==> config.mk <==
export PLATFORM = sky130hd
export DESIGN_NAME = tfhe_pixel_streamer_flat
export DESIGN_NICKNAME = d
export VERILOG_FILES = /design/src/rtl/tfhe_pixel_streamer_if.sv /design/src/rtl/tfhe_pixel_streamer.sv /design/src/flat_wrapper.sv
export SDC_FILE = /design/constraint.sdc
export NUM_CORES = 1
export LEC_CHECK = 0
export CELL_PAD_IN_SITES_DETAIL_PLACEMENT = 0
export CELL_PAD_IN_SITES_GLOBAL_PLACEMENT = 2
export CORE_ASPECT_RATIO = 0.6
export CORE_MARGIN = 4
export CORE_UTILIZATION = 25
export CTS_CLUSTER_SIZE = 30
export DETAILED_ROUTE_END_ITERATION = 8
export GPL_TIMING_DRIVEN = 1
export PLACE_DENSITY = 0.74
export SLEW_MARGIN = 20
export SYNTH_ARGS = -nofsm -noshare
export SYNTH_HDL_FRONTEND = slang
export SYNTH_SLANG_ARGS = --single-unit
==> constraint.sdc <==
create_clock -name clk -period 2.04 [get_ports clk]
set_input_delay 0.51 -clock clk [delete_from_list [all_inputs] [get_ports clk]]
set_output_delay 0.51 -clock clk [all_outputs]
set_load 0.01 [all_outputs]
==> src/rtl/tfhe_pixel_streamer_if.sv <==
// Valid/ready pixel stream bundle used for both the input and output sides of the streamer.
interface tfhe_pixel_streamer_if;
  logic       valid;
  logic       ready;
  logic [7:0] data;
  logic       last;

  modport master (output valid, data, last, input ready);
  modport slave  (input valid, data, last, output ready);
endinterface

==> src/rtl/tfhe_pixel_streamer.sv <==
// Feeds one pixel at a time into the TFHE slice with per-frame brightness and LFSR keys,
// then returns the slice result on a valid/ready stream with frame and overflow tracking.
module tfhe_pixel_streamer #(
  parameter int        FRAME_PIXELS = 64,
  parameter logic [9:0] SEED1       = 10'h2A5,
  parameter logic [9:0] SEED2       = 10'h1C3,
  parameter bit        SATURATE     = 1'b0
) (
  input  logic                         clk,
  input  logic                         rst,
  input  logic [7:0]                   brightness,
  tfhe_pixel_streamer_if.slave         pix_in,
  tfhe_pixel_streamer_if.master        pix_out,
  output logic [7:0]                   slice_byte1,
  output logic [9:0]                   slice_pk1,
  output logic [7:0]                   slice_byte2,
  output logic [9:0]                   slice_pk2,
  input  logic [7:0]                   slice_res,
  output logic [15:0]                  ovf_count,
  output logic                         busy
);
  localparam int IDX_W = (FRAME_PIXELS > 1) ? $clog2(FRAME_PIXELS) : 1;

  typedef enum logic [1:0] {IDLE, ISSUE, CAPTURE, WAIT} state_t;
  state_t state, state_nxt;

  logic [IDX_W-1:0] idx;
  logic [7:0]       held_bri;
  logic [9:0]       lfsr1, lfsr2;
  logic             out_valid, out_last;
  logic [7:0]       out_data;
  logic             accept, idx_last, ovf;
  logic [8:0]       sum;

  function automatic logic [9:0] lfsr_step(input logic [9:0] q);
    return {q[8:0], q[9] ^ q[6]};
  endfunction

  assign pix_in.ready  = (state == IDLE) & ~rst;
  assign accept        = pix_in.valid & pix_in.ready;
  assign idx_last      = (idx == IDX_W'(FRAME_PIXELS - 1));
  // Overflow is judged on the operands we sent, independent of what the slice returns.
  assign sum           = {1'b0, slice_byte1} + {1'b0, slice_byte2};
  assign ovf           = sum[8];
  assign busy          = (state != IDLE);
  assign pix_out.valid = out_valid;
  assign pix_out.data  = out_data;
  assign pix_out.last  = out_last;

  always_ff @(posedge clk) begin
    if (rst) state <= IDLE;
    else     state <= state_nxt;
  end

  always_comb begin
    state_nxt = state;
    case (state)
      IDLE:    if (accept) state_nxt = ISSUE;
      ISSUE:   state_nxt = CAPTURE;
      CAPTURE: state_nxt = WAIT;
      WAIT:    if (pix_out.ready) state_nxt = IDLE;
      default: state_nxt = IDLE;
    endcase
  end

  always_ff @(posedge clk) begin
    if (rst) begin
      idx         <= '0;
      held_bri    <= '0;
      lfsr1       <= SEED1;
      lfsr2       <= SEED2;
      slice_byte1 <= '0;
      slice_byte2 <= '0;
      slice_pk1   <= '0;
      slice_pk2   <= '0;
      out_valid   <= 1'b0;
      out_data    <= '0;
      out_last    <= 1'b0;
      ovf_count   <= '0;
    end else begin
      if (accept) begin
        slice_byte1 <= pix_in.data;
        if (idx == '0) begin
          slice_byte2 <= brightness;
          held_bri    <= brightness;
        end else begin
          slice_byte2 <= held_bri;
        end
        slice_pk1 <= lfsr1;
        slice_pk2 <= lfsr2;
        lfsr1     <= lfsr_step(lfsr1);
        lfsr2     <= lfsr_step(lfsr2);
      end
      if (state == CAPTURE) begin
        out_valid <= 1'b1;
        out_last  <= idx_last;
        out_data  <= (SATURATE && ovf) ? 8'hFF : slice_res;
        if (ovf && ovf_count != 16'hFFFF) ovf_count <= ovf_count + 16'd1;
      end
      if (state == WAIT && pix_out.ready) begin
        out_valid <= 1'b0;
        if (idx_last) begin
          // Frame wrap: keys and overflow statistics restart with the new frame.
          idx       <= '0;
          lfsr1     <= SEED1;
          lfsr2     <= SEED2;
          ovf_count <= '0;
        end else begin
          idx <= idx + 1'b1;
        end
      end
    end
  end
endmodule
==> src/flat_wrapper.sv <==
// flat-port wrapper written by rule: the top's interface ports become plain ports
module tfhe_pixel_streamer_flat 
#(
  parameter int        FRAME_PIXELS = 64,
  parameter logic [9:0] SEED1       = 10'h2A5,
  parameter logic [9:0] SEED2       = 10'h1C3,
  parameter bit        SATURATE     = 1'b0
)
  (clk, rst, brightness, slice_byte1, slice_pk1, slice_byte2, slice_pk2, slice_res, ovf_count, busy, pix_in_valid, pix_in_data, pix_in_last, pix_in_ready, pix_out_valid, pix_out_data, pix_out_last, pix_out_ready);
  tfhe_pixel_streamer_if pix_in_i ();
  tfhe_pixel_streamer_if pix_out_i ();
  input  logic clk;
  input  logic rst;
  input  logic [7:0] brightness;
  output logic [7:0] slice_byte1;
  output logic [9:0] slice_pk1;
  output logic [7:0] slice_byte2;
  output logic [9:0] slice_pk2;
  input  logic [7:0] slice_res;
  output logic [15:0] ovf_count;
  output logic busy;
  input wire logic [$bits(pix_in_i.valid)-1:0] pix_in_valid;
  input wire logic [$bits(pix_in_i.data)-1:0] pix_in_data;
  input wire logic [$bits(pix_in_i.last)-1:0] pix_in_last;
  output wire logic [$bits(pix_in_i.ready)-1:0] pix_in_ready;
  output wire logic [$bits(pix_out_i.valid)-1:0] pix_out_valid;
  output wire logic [$bits(pix_out_i.data)-1:0] pix_out_data;
  output wire logic [$bits(pix_out_i.last)-1:0] pix_out_last;
  input wire logic [$bits(pix_out_i.ready)-1:0] pix_out_ready;
  assign pix_in_i.valid = pix_in_valid;
  assign pix_in_i.data = pix_in_data;
  assign pix_in_i.last = pix_in_last;
  assign pix_in_ready = pix_in_i.ready;
  assign pix_out_valid = pix_out_i.valid;
  assign pix_out_data = pix_out_i.data;
  assign pix_out_last = pix_out_i.last;
  assign pix_out_i.ready = pix_out_ready;
  tfhe_pixel_streamer #(.FRAME_PIXELS(FRAME_PIXELS), .SEED1(SEED1), .SEED2(SEED2), .SATURATE(SATURATE)) u_core (.clk(clk), .rst(rst), .brightness(brightness), .pix_in(pix_in_i), .pix_out(pix_out_i), .slice_byte1(slice_byte1), .slice_pk1(slice_pk1), .slice_byte2(slice_byte2), .slice_pk2(slice_pk2), .slice_res(slice_res), .ovf_count(ovf_count), .busy(busy));
endmodule
==> metrics list, run 1 <==
* Worst vdd ir: 0.000436 V
* Unique cell type count in the Yosys netlist: 36
- Post-CTS Hold Fix Bufs: 0
- After detailed routing, the number of remaining DRC violations is 0.
- Worst reg2reg path startpoint: u_core.slice_byte1[1]
- Register bit count reported by yosys: 90
* Leakage power of the design: 0.00208 uW
- The number of global-route vias before repair is 3205.
- Peak Freq: 487 MHz
* Number of antenna violations at the first check in global routing: 0
- The worst register-to-register path ends at u_core.ovf_count[8].
- For this block, the routed nets add up to 10900 microns of wire.
- Global routing used 3.67% of the available met3 tracks.
- Data arrives at the worst endpoint at 2.33 ns.
- Unrepaired setup endpoints after global routing: yes
* Hold depth: 2
- Fraction of power spent switching nets: 30.6%
- The repair_antennas step left the layout with diodes totalling 0.
* Commonest non-fill, non-tap cells in the layout: clkdlybuf4s50_1 (88), dfxtp_1 (86), nand2_1 (83)
* Max Slew Vio Count: 0
* Post-synthesis instance total: 434
- Area of the core region: 0.0140 sq mm
* Seq/Total Area, Yosys: 49.0%
- I/O Pins: 93
* Detailed-routing iteration count for the pre-antenna-repair pass: 4
- For the worst setup path, the data required time is 2.32 ns.
- In this run the most critical hold path is launched from u_core.lfsr1[4].
* DIE HEIGHT: 102 microns
- After synthesis, the mean cell area works out to 8.47 sq um.
- Gr busiest metal: met1
- Final period utilization: 101%
- Compared with the post-synthesis result, the final layout area differs by 49.5%.
* Met2 Track Usage GR: 18.3%
* Final GP Congestion: 0.843
- Row generation in the floorplan step produced 33 rows.
- Detailed placement ended at an HPWL of 7770 microns.
- Overall power consumption: 5100 uW
- Across every metal layer, demand over resource in global routing totals 12.9%.
- Global routing finished with a remaining overflow of 0.
- Worst R2R Setup Slack: -0.01 ns
- Using the TritonRoute via totals, the vias-per-cell ratio works out to 4.49.
- Outcome: finished, violations left
- Worst setup skew after layout: 0.00818 ns
- The clock network is responsible for 32.2% of the overall power.
* Pwr/cell area: 928 mW/mm^2
- Design internal power: 3540 uW
- In this run, CTS created clock tree buffers numbering 9.
- Per report_power, the sequential group accounts for 41.8% of the total.
* Yosys warning total: 0
- Total number of vias: 3362
- Antenna-violating nets left: 0
* Startpoint type of the worst setup path: flop
* Effective utilization at floorplan: 26.3%
- The worst hold path belongs to the class flop to flop.
- At the later pin of the worst-skew pair, clock insertion delay measures 0.34 ns.
* Final-report hold violation count: 0
- The checks that failed: negative setup slack.
* First-pass GRT wire length: 17100 microns
- Of the cells placed in the final design, the portion with a size suffix greater than 1 is 16.2%.
* Global Route met1 Usage: 19.4%
* Final critical-path required period: 2.05 ns
- The layout has 1422 filler cells.
* Combinational Power Share: 26.0%
- After clock tree synthesis, the clock-pin slew on the worst setup and hold paths is 0.07 ns.
- Synth Net Count: 477
* CTS sink cnt: 90
- Placed Instance Area: 0.00501 sq mm
- The H-tree was split into 3 levels.
- Summed over all nets, the switching power comes to 1560 uW.
- Setup WS post-layout: -0.0121 ns
- Largest net degree at the start of global routing: 50
* Final cell area excluding filler cells: 0.00550 sq mm
* Length in cells of the worst reg-to-reg path: 7
* TritonCTS clock tree: yes
- Critical path capture point type: flop
- For hold timing, the worst endpoint is u_core.lfsr1[4].
* Number of nets at the end of the flow: 595
- Most common cell after layout, fill and taps aside: clkdlybuf4s50_1
- Max_cap viols: 0
- Die footprint: 0.0168 sq mm
* Max-slew headroom at the worst pin: 65.3%
- Final setup vio count: 1
- The longest clock path from root to sink contains 2 buffers.
- Clk Tree Root Cell: clkbuf_16
* CP max FO: 7
- Post-synthesis instance area: 0.00367 sq mm
* Slew @ Worst Pin: 0.520 ns
* Die W: 165 microns
- Average wire length per cell after detail routing: 14.5 microns
- DRC violation total after the first TritonRoute iteration: 172
* Number of buffers added on ports: 91
- By startpoint and endpoint, the worst setup path is classified as flop to flop.
-- power groups by stage --
stage / logic (uW) / registers [uW] / clock network, uW
floorplan: 599 / 2200 / 0
global placement: 1300 / 2150 / 0
detailed placement: 1310 / 2160 / 0
CTS: 1310 / 2130 / 1710
global route: 1450 / 2160 / 1780
finish: 1320 / 2130 / 1640
-- Yosys cell counts (all sizes together) --
| cell type | instances | area (sq um) |
|---|---|---|
| a211oi | 2 | 15.0 |
| a21oi | 49 | 245 |
| a22oi | 1 | 7.51 |
| a31o | 1 | 8.76 |
| and2 | 3 | 18.8 |
| and3 | 6 | 37.5 |
| and4 | 1 | 8.76 |
| and4b | 1 | 10.0 |
| buf | 12 | 65.1 |
| clkbuf | 14 | 52.6 |
| dfxtp | 90 | 1800 |
| ha | 14 | 175 |
| inv | 6 | 22.5 |
| mux2i | 17 | 170 |
| nand2 | 85 | 319 |
| nand2b | 8 | 50.1 |
| nand3 | 16 | 80.1 |
| nand4 | 6 | 37.5 |
| nor2 | 40 | 150 |
| nor2b | 2 | 12.5 |
| nor3 | 8 | 45.0 |
| nor4 | 1 | 6.26 |
| o211ai | 5 | 37.5 |
| o21ai | 20 | 100 |
| o31ai | 2 | 15.0 |
| o41ai | 2 | 17.5 |
| or2 | 1 | 6.26 |
| or2b | 1 | 7.51 |
| or3 | 7 | 43.8 |
| or4 | 6 | 45.0 |
| or4b | 1 | 10.0 |
| xnor2 | 3 | 26.3 |
| xor2 | 3 | 26.3 |
-- stage by stage --
stage	util [%]	instances	hold slack, ns	TNS, ns	setup slack, ns
3_5_place_dp	35.8	729	0.447	-1.95	-0.196
4_1_cts	38.2	747	0.457	-0.00456	-0.00234
6_report	39.3	749	0.454	-0.0121	-0.0121
3_3_place_gp	35.8	729	0.442	-1.92	-0.194
5_1_grt	39.3	749	0.476	-0.714	-0.0923
2_1_floorplan	-	434	0.437	0	0.0602
-- worst max-delay path: stages, from the launching register on --
cell	delay (ns)
dfxtp_2	0.34
ha_4	0.26
nand3_2	0.07
a22oi_2	0.26
a211oi_4	0.11
or2_4	0.32
or4b_4	0.50
a21oi_2	0.13
-- layer usage --
metal	vias to the layer above	part of all wire (%)
met1	1585	54
met3	8	4.1
li1	1721	-
met2	48	41
met4	0	0.52
met5	-	0
-- state kept, by name, summed over array words and instances, names as in the netlist --
name,cells
u_core.pix_out.valid,1
u_core.pix_out.last,1
u_core.slice_byte1,8
u_core.held_bri,8
u_core.state,2
u_core.lfsr2,10
u_core.lfsr1,10
u_core.slice_pk2,10
u_core.idx,6
u_core.pix_out.data,8
u_core.slice_pk1,10
u_core.ovf_count,16
-- kinds of logic after synthesis --
group | Yosys count | synth area share, %
AO/OA/AOI/OAI | 82 | 12.2
XOR/XNOR | 6 | 1.43
adder cells (fa/ha/maj) | 14 | 4.77
buffers and inverters | 32 | 3.81
flip-flops | 90 | 49.0
multiplexers | 17 | 4.63
AND/OR/NAND/NOR | 193 | 24.2
-- how the worst max path moves through the flow --
stage               depth (start not counted)                    to                   from  slack (ns)
finish                                      7   u_core.ovf_count[8]  u_core.slice_byte1[1]       -0.01
global route                                7   u_core.ovf_count[8]  u_core.slice_byte1[1]       -0.09
detailed placement                          8   u_core.ovf_count[9]  u_core.slice_byte1[1]       -0.20
floorplan                                   8  u_core.ovf_count[10]  u_core.slice_byte1[1]        0.06
CTS                                         7   u_core.ovf_count[8]  u_core.slice_byte1[1]      -0.002
global placement                            8   u_core.ovf_count[9]  u_core.slice_byte1[1]       -0.19
-- area by class of cell --
class,count,area (sq um),share of cell area (%)
Clock inverter,6,56.3,1.02
Inverter,6,22.5,0.410
Clock buffer,10,239,4.35
Tap cell,192,240,4.37
Sequential cell,90,1810,32.9
Multi-Input combinational cell,313,1880,34.2
Timing Repair Buffer,132,1250,22.7
-- timing repair --
item | in CTS | in global routing
gates resized for setup | 10 | 31
cloned | 1 | 1
endpoints found under the setup margin | 16 | 15
setup buffers | 1 | 1
pin swaps | 2 | 23
endpoints found under the hold margin | 0 | 0
Note: power is estimated with default switching activity, not from simulation.
==> run 2, diff against run 1 <==
--- a/config.mk
+++ b/config.mk
@@ -15,3 +15,3 @@
 export GPL_TIMING_DRIVEN = 1
-export PLACE_DENSITY = 0.74
+export PLACE_DENSITY = 0.78
 export SLEW_MARGIN = 20
==> constraint.sdc (replaced) <==
create_clock -name clk -period 2.04 [get_ports clk]
set_input_delay 0.408 -clock clk [delete_from_list [all_inputs] [get_ports clk]]
set_output_delay 0.408 -clock clk [all_outputs]
set_load 0.01 [all_outputs]
==> run 2 against run 1 <==
The flow still finishes with violations (negative setup slack). Count of clock-buffer cells in the layout shrank 1. Fmax shrank 1.8%. Flip-flop and latch count is the same. Hold slack gained 0.0015 ns. Highest routed layer unchanged. Clock power grew 8%. Sequential power is essentially flat. Critical path type unchanged. Non-clock buffer count grew 3. Clock skew grew 0.0023 ns.
==> metrics list, run 2 (synthesized netlist as in run 1, its figures left out) <==
* Critical path capture point type: flop
- The routed wire length was 10500 microns (-3.4%).
- The final number of max-transition violations came to 0 (unchanged).
* Reg area: 0.00181 sq mm (unchanged)
* First-pass GRT wire length: 16700 microns (-2.3%)
* Number of global-route vias before repair: 3195 (-0.31%)
- The CTS sink count came to 90 (unchanged).
* Commonest non-fill, non-tap cells in the layout: clkdlybuf4s50_1 (88), dfxtp_1 (88), nand2_1 (85)
- The overall overflow remaining after global route is 0 (unchanged).
- Register with the most flip-flops: u_core.ovf_count
- Crit path buffers/inverters: 1 (+1)
- Clock Latency Late Sink: 0.34 ns (about the same)
- Vias/cell: 4.46 (-0.53%)
* H-tree depth reported by CTS: 3 (unchanged)
* Number of nets at the end of the flow: 597 (+0.34%)
- The critical path is of the flop to flop type.
- Post-synthesis to final-layout area growth: 50.3%
* Worst endpoint required time: 2.32 ns (about the same)
- The average wire per cell in the routed design came to 14.0 microns (-3.6%).
- The final weighted congestion of routability-driven global placement is 0.776 (-7.9%).
* Slowest stage cell, crit path: or4b_4
- On the critical path the largest part of the delay comes from simple AND/OR/NAND/NOR gates.
- Worst setup skew after layout: 0.0105 ns (+0.00230 ns)
* Die W: 165 microns (unchanged)
* Final setup vio count: 7 (+6)
* Violated checks: negative setup slack
- Setup repair after global routing could not meet its margin everywhere.
- The number of failing hold endpoints at the final stage is 0 (unchanged).
* Slew @ Worst Pin: 0.439 ns (-0.0814 ns)
- The number of antenna violations at the first check in global routing came to 0 (unchanged).
* Max_cap viols: 0 (unchanged)
- The longest individual stage delay on the worst path is 0.48 ns (-0.02 ns).
* Overall power consumption: 5200 uW (+2.0%)
- Detailed-routing iteration count for the pre-antenna-repair pass: 4 (unchanged)
- The multi-input gate area in the final layout is 0.00185 sq mm (-1.7%).
* CP max FO: 8 (+1)
- The number of port buffers came to 91 (unchanged).
* Estimated wirelength of the detail-placed design: 7520 microns (-3.2%)
* Outcome: finished, violations left
- Final critical-path required period: 2.09 ns (+0.0370 ns)
- Final period utilization: 102% (+1.8 points)
- The total clock buffers created by CTS is 9 (unchanged).
- The power density normalized to cell area came to 941 mW/mm^2 (+1.5%).
- Peak Freq: 479 MHz (-1.8%)
- Setup WS post-layout: -0.0491 ns (-0.0370 ns)
* Number of diodes: 0 (unchanged)
- Effective utilization at floorplan: 26.3% (unchanged)
- Critical path data arrival time: 2.37 ns (+0.04 ns)
- I/O Pins: 93 (unchanged)
- The worst setup path is launched from a flop.
- The height of the chip is 102 microns (unchanged).
- Total number of vias: 3353 (-0.27%)
- The core area was 0.0140 sq mm (unchanged).
- Fill cell instance count of the final layout: 1389 (-2.3%)
- Fraction of layout instances using a drive strength above 1: 15.2% (-0.95 points)
- The worst relative slew slack is 70.7% (+5.3 points).
- Antenna-violating nets left: 0 (unchanged)
* Dpl ws: -0.173 ns (+0.0230 ns)
- Path class of the lowest-slack min-delay path: flop to flop
- Clk slew on worst S/H paths: 0.07 ns (about the same)
- Die footprint: 0.0168 sq mm (unchanged)
- Leakage power of the design: 0.00210 uW (+1.3%)
- The floorplan row count was 33 (unchanged).
- The number of DRC markers after the initial detailed-route iteration was 153 (-11%).
* Number of flip-flops under the largest register name: 16 (unchanged)
* TritonCTS clock tree: yes
- Walking the worst path, the cells encountered are ha_4, nand3_2, a22oi_2, a211oi_2, or2_4, buf_12, or4b_4, a21oi_2.
- The tree is rooted in a clkbuf_16.
* Largest net degree at the start of global routing: 43 (-14%)
- Gr usage total: 12.7% (-0.22 points)
- The DRC violation count after routing was 0 (unchanged).
* Clock buffer depth: 2 (unchanged)
- The maximum vdd drop was 0.000406 V (-6.9%).
==> run 2: per-layer routing <==
| metal | vias to the layer above | GRT usage, % | wire length [microns] | share of wire [%] |
|---|---|---|---|---|
| li1 | 1729 | - | - | - |
| met1 | 1555 | 19.2 | 5630 | 54 |
| met2 | 59 | 17.5 | 4330 | 41 |
| met3 | 10 | 3.59 | 451 | 4.3 |
| met4 | 0 | 3.07 | 100 | 0.95 |
| met5 | - | 0 | 0 | 0 |
==> run 2: path summary, 6_finish.rpt <==
kind                             from             endpoint  slack [ns]  cells after the start
setup reg to reg   u_core.held_bri[1]  u_core.ovf_count[8]       -0.05                      8
hold / removal    u_core.slice_pk2[4]  u_core.slice_pk2[4]        0.46                      2
hold reg to reg   u_core.slice_pk2[4]  u_core.slice_pk2[4]        0.46                      2
setup / recovery   u_core.held_bri[1]  u_core.ovf_count[8]       -0.05                      8
==> run 2: report_power, final <==
part	total (uW)	internal [uW]	switching, uW
registers	2130	1980	152
logic	1300	666	630
clock network	1770	987	787
==> run 2: tightest hold or removal path, stage by stage, from the launching register on <==
cell and delay, ns:
dfxtp_1 0.31, nand2_1 0.05, a21oi_1 0.05
==> run 2: layout make-up <==
type / count / share of cell area (%)
repair buffers: 135 / 23.3
clock inverters: 7 / 1.72
clock buffers: 9 / 4.08
multi-input cells: 312 / 33.5
flip-flops and latches: 90 / 32.7
inverters: 6 / 0.408
well taps: 192 / 4.35
==> run 2: per-stage QoR <==
stage	hold WS [ns]	utilization (%)	area, sq um	setup TNS, ns	std cells
after global placement	0.442	35.8	5010	-0.638	729
after floorplan	0.437	-	3670	0	434
after global routing	0.479	39.5	5520	-0.846	751
after detailed placement	0.447	35.8	5010	-0.736	729
final	0.456	39.5	5520	-0.153	751
after CTS	0.457	39.0	5460	-0.102	750
==> run 2: timing repair <==
| action | in CTS | in global routing |
|---|---|---|
| gates resized for setup | 15 | 20 |
| endpoints found under the hold margin | 0 | 0 |
| buffers inserted | 4 | 1 |
| endpoints found under the setup margin | 13 | 14 |
| pin swaps | 26 | 6 |
| hold buffers | 0 | 0 |
| cloned | 1 | 0 |
==> run 3, diff against run 2 <==
- GPL_TIMING_DRIVEN: 1 -> 0
==> run 3 against run 2 <==
The flow still finishes with violations (negative setup slack). First-iteration DRC count shrank 16%. Hold slack worse by 0.0011 ns. Sequential power about the same. Count of clock-buffer cells in the layout is 1 higher. Highest routed layer unchanged. Register-to-register slack barely moved. Sequential share of layout area rose by 1.4 points. Critical endpoint is now u_core.ovf_count[2]. Via count grew 0.57%. Cell area is 3.8% lower. Total power down 2.4%.
==> metrics list, run 3 (synthesized netlist as in run 1, its figures left out) <==
- Outcome: finished, violations left
* Violated checks: negative setup slack
- Worst vdd ir: 0.000409 V (+0.88%)
- The transition at the pin with the smallest max-transition slack was 0.720 ns (+0.281 ns).
- The post-detailed-route via-to-cell ratio was 4.60 (+3.0%).
* Path class of the lowest-slack min-delay path: flop to flop
- The maximum clock frequency is 476 MHz (-0.66%).
- The overall overflow remaining after global route is 0 (unchanged).
- The DRC violation count after routing came to 0 (unchanged).
- The number of antenna violations at the first check in global routing is 0 (unchanged).
- The worst register-to-register path ends at u_core.ovf_count[2].
* I/O Pins: 93 (unchanged)
- The number of H-tree levels was 3 (unchanged).
- Clk Tree Root Cell: clkbuf_16
- The required time of the critical path is 2.32 ns (about the same).
- The number of global-route vias before repair is 3176 (-0.59%).
- Most common cell after layout, fill and taps aside: clkdlybuf4s50_1
- The worst setup margin came to -0.0629 ns (-0.0138 ns).
- Max-slew headroom at the worst pin: 51.6% (-19 points)
- The effective utilization at floorplan came to 26.3% (unchanged).
* Length in cells of the worst reg-to-reg path: 9 (+1)
* Max_cap viols: 0 (unchanged)
- The share of layout cells above drive strength 1 is 11.1% (-4.1 points).
- The final instance count without filler cells is 733 (-2.4%).
- The number of DRC markers after the initial detailed-route iteration is 129 (-16%).
* CP max FO: 6 (-2)
* Critical path capture point type: flop
* Post-synthesis to final-layout area growth: 44.6%
- The HPWL after detailed placement was 7860 microns (+4.6%).
- Launch point of the worst path: u_core.held_bri[1]
- Final GP Congestion: 0.789 (+1.6%)
* Number of nets at the end of the flow: 579 (-3.0%)
* Worst setup skew after layout: 0.00661 ns (-0.00387 ns)
- Post-route core utilization: 38.0% (-1.5 points)
* Hold path start: u_core.slice_pk2[4]
- Max Slew Vio Count: 0 (unchanged)
* Total number of placement rows: 33 (unchanged)
- Unrepaired setup endpoints after global routing: yes
- Die W: 165 microns (unchanged)
- Number of buffers added on ports: 91 (unchanged)
* Number of diodes: 0 (unchanged)
- The via count is 3372 (+0.57%).
* Total Routed Length: 10700 microns (+1.4%)
- STA classifies the critical path startpoint as a flop.
- In this run the most used layer during global routing was met1.
- The clock transition at the registers of the reported paths was 0.07 ns (about the same).
- The global-route wire length before repair is 16900 microns (+1.3%).
- Met2 Track Usage GR: 17.9% (+0.38 points)
* Clock buffer depth: 2 (unchanged)
- Register with the most flip-flops: u_core.ovf_count
- The die outline area is 0.0168 sq mm (unchanged).
* Worst reg2reg path startpoint: u_core.held_bri[1]
- The critical path arrival was 2.38 ns (about the same).
- The time the worst path needs with I/O delays and setup was 2.10 ns (+0.0138 ns).
* Clock Latency Late Sink: 0.34 ns (about the same)
- Global Route met1 Usage: 19.2% (+0.054 points)
* Worst R2R Setup Slack: -0.06 ns (about the same)
* Category of the most critical setup path: flop to flop
- The combined global-route utilization of all metal layers is 12.9% (+0.22 points).
- Detailed-routing iteration count for the pre-antenna-repair pass: 6 (+2)
- Hold depth: 2 (unchanged)
- Final-report hold violation count: 0 (unchanged)
- The sum of internal, switching and leakage power was 5070 uW (-2.4%).
- Area of the core region: 0.0140 sq mm (unchanged)
- The pin count of the biggest net entering global routing is 20 (-53%).
* Number of buffers created by CTS: 9 (unchanged)
* Post-CTS Hold Fix Bufs: 0 (unchanged)
* Leakage power of the design: 0.00197 uW (-6.2%)
- Pwr/cell area: 955 mW/mm^2 (+1.4%)
* Setup_tns: -0.318 ns (-0.166 ns)
- TritonCTS clock tree: yes
- The average wire per cell in the routed design is 14.5 microns (+3.8%).
* Hold worst-path end: u_core.slice_pk2[4]
- In the layout the commonest cells are clkdlybuf4s50_1 (89), nand2_1 (85), dfxtp_1 (85).
- The number of placed cells counting well taps came to 717 (-1.6%).
* Number of flip-flops under the largest register name: 16 (unchanged)
- Antenna-violating nets left: 0 (unchanged)
- DIE HEIGHT: 102 microns (unchanged)
* GR Layer Usage met3: 3.67% (+0.081 points)
- CTS sink cnt: 90 (unchanged)
- Final setup vio count: 8 (+1)
- Final period utilization: 103% (+0.68 points)
==> run 3: cell types whose count changed in the layout (fill, tap and decap cells not counted), sizes merged <==
cell / change
buf: -35
clkbuf: +17
clkdlybuf4s50: +1
clkinv: -1
==> run 3: repair_timing <==
item,in CTS,in global routing
endpoints found under the setup margin,51,65
pin swaps,8,15
resized for setup,15,40
gates cloned,0,2
buffers inserted,1,0
==> run 3: layer usage <==
layer,vias up,part of all wire [%]
met2,70,40
met5,-,0
met1,1593,53
li1,1693,-
met3,16,5.8
met4,0,1.4
==> run 3: cell type report <==
cell class                      count  area (sq um)
Buffer                             23           134
Clock buffer                       10           229
Clock inverter                      6          72.6
Fill cell                        1433          8680
Inverter                            6          22.5
Multi-Input combinational cell    312          1860
Sequential cell                    90          1810
Tap cell                          192           240
Timing Repair Buffer               94           946
==> run 3: worst max path at each step <==
stage | endpoint | slack, ns | cells after the start
2_1_floorplan | u_core.ovf_count[10] | 0.06 | 8
3_3_place_gp | u_core.ovf_count[12] | -0.70 | 8
3_5_place_dp | u_core.ovf_count[11] | -0.71 | 8
4_1_cts | u_core.ovf_count[12] | -0.06 | 8
5_1_grt | u_core.ovf_count[0] | -0.17 | 9
6_report | u_core.ovf_count[2] | -0.06 | 9
==> run 3: per-stage QoR <==
stage / instance area [sq um] / hold slack (ns) / worst slack (ns)
2_1_floorplan: 3670 / 0.437 / 0.0602
3_3_place_gp: 4830 / 0.444 / -0.698
3_5_place_dp: 4830 / 0.447 / -0.712
4_1_cts: 5170 / 0.456 / -0.0631
5_1_grt: 5310 / 0.479 / -0.165
6_report: 5310 / 0.455 / -0.0629
==> run 3: power by group <==
part	internal (uW)	leakage, uW	switching, uW	total (uW)
logic	591	0.00109	633	1220
clock network	968	0.000149	739	1710
registers	1980	0.000734	162	2140
==> run 3: critical path, cell delays in order, from the launching register on <==
cell and delay, ns:
dfxtp_4 0.36, ha_4 0.26, nand3_2 0.07, a22oi_2 0.22, a211oi_2 0.11, or2_1 0.26, buf_6 0.15, buf_8 0.12
or3_1 0.36, a21oi_2 0.13
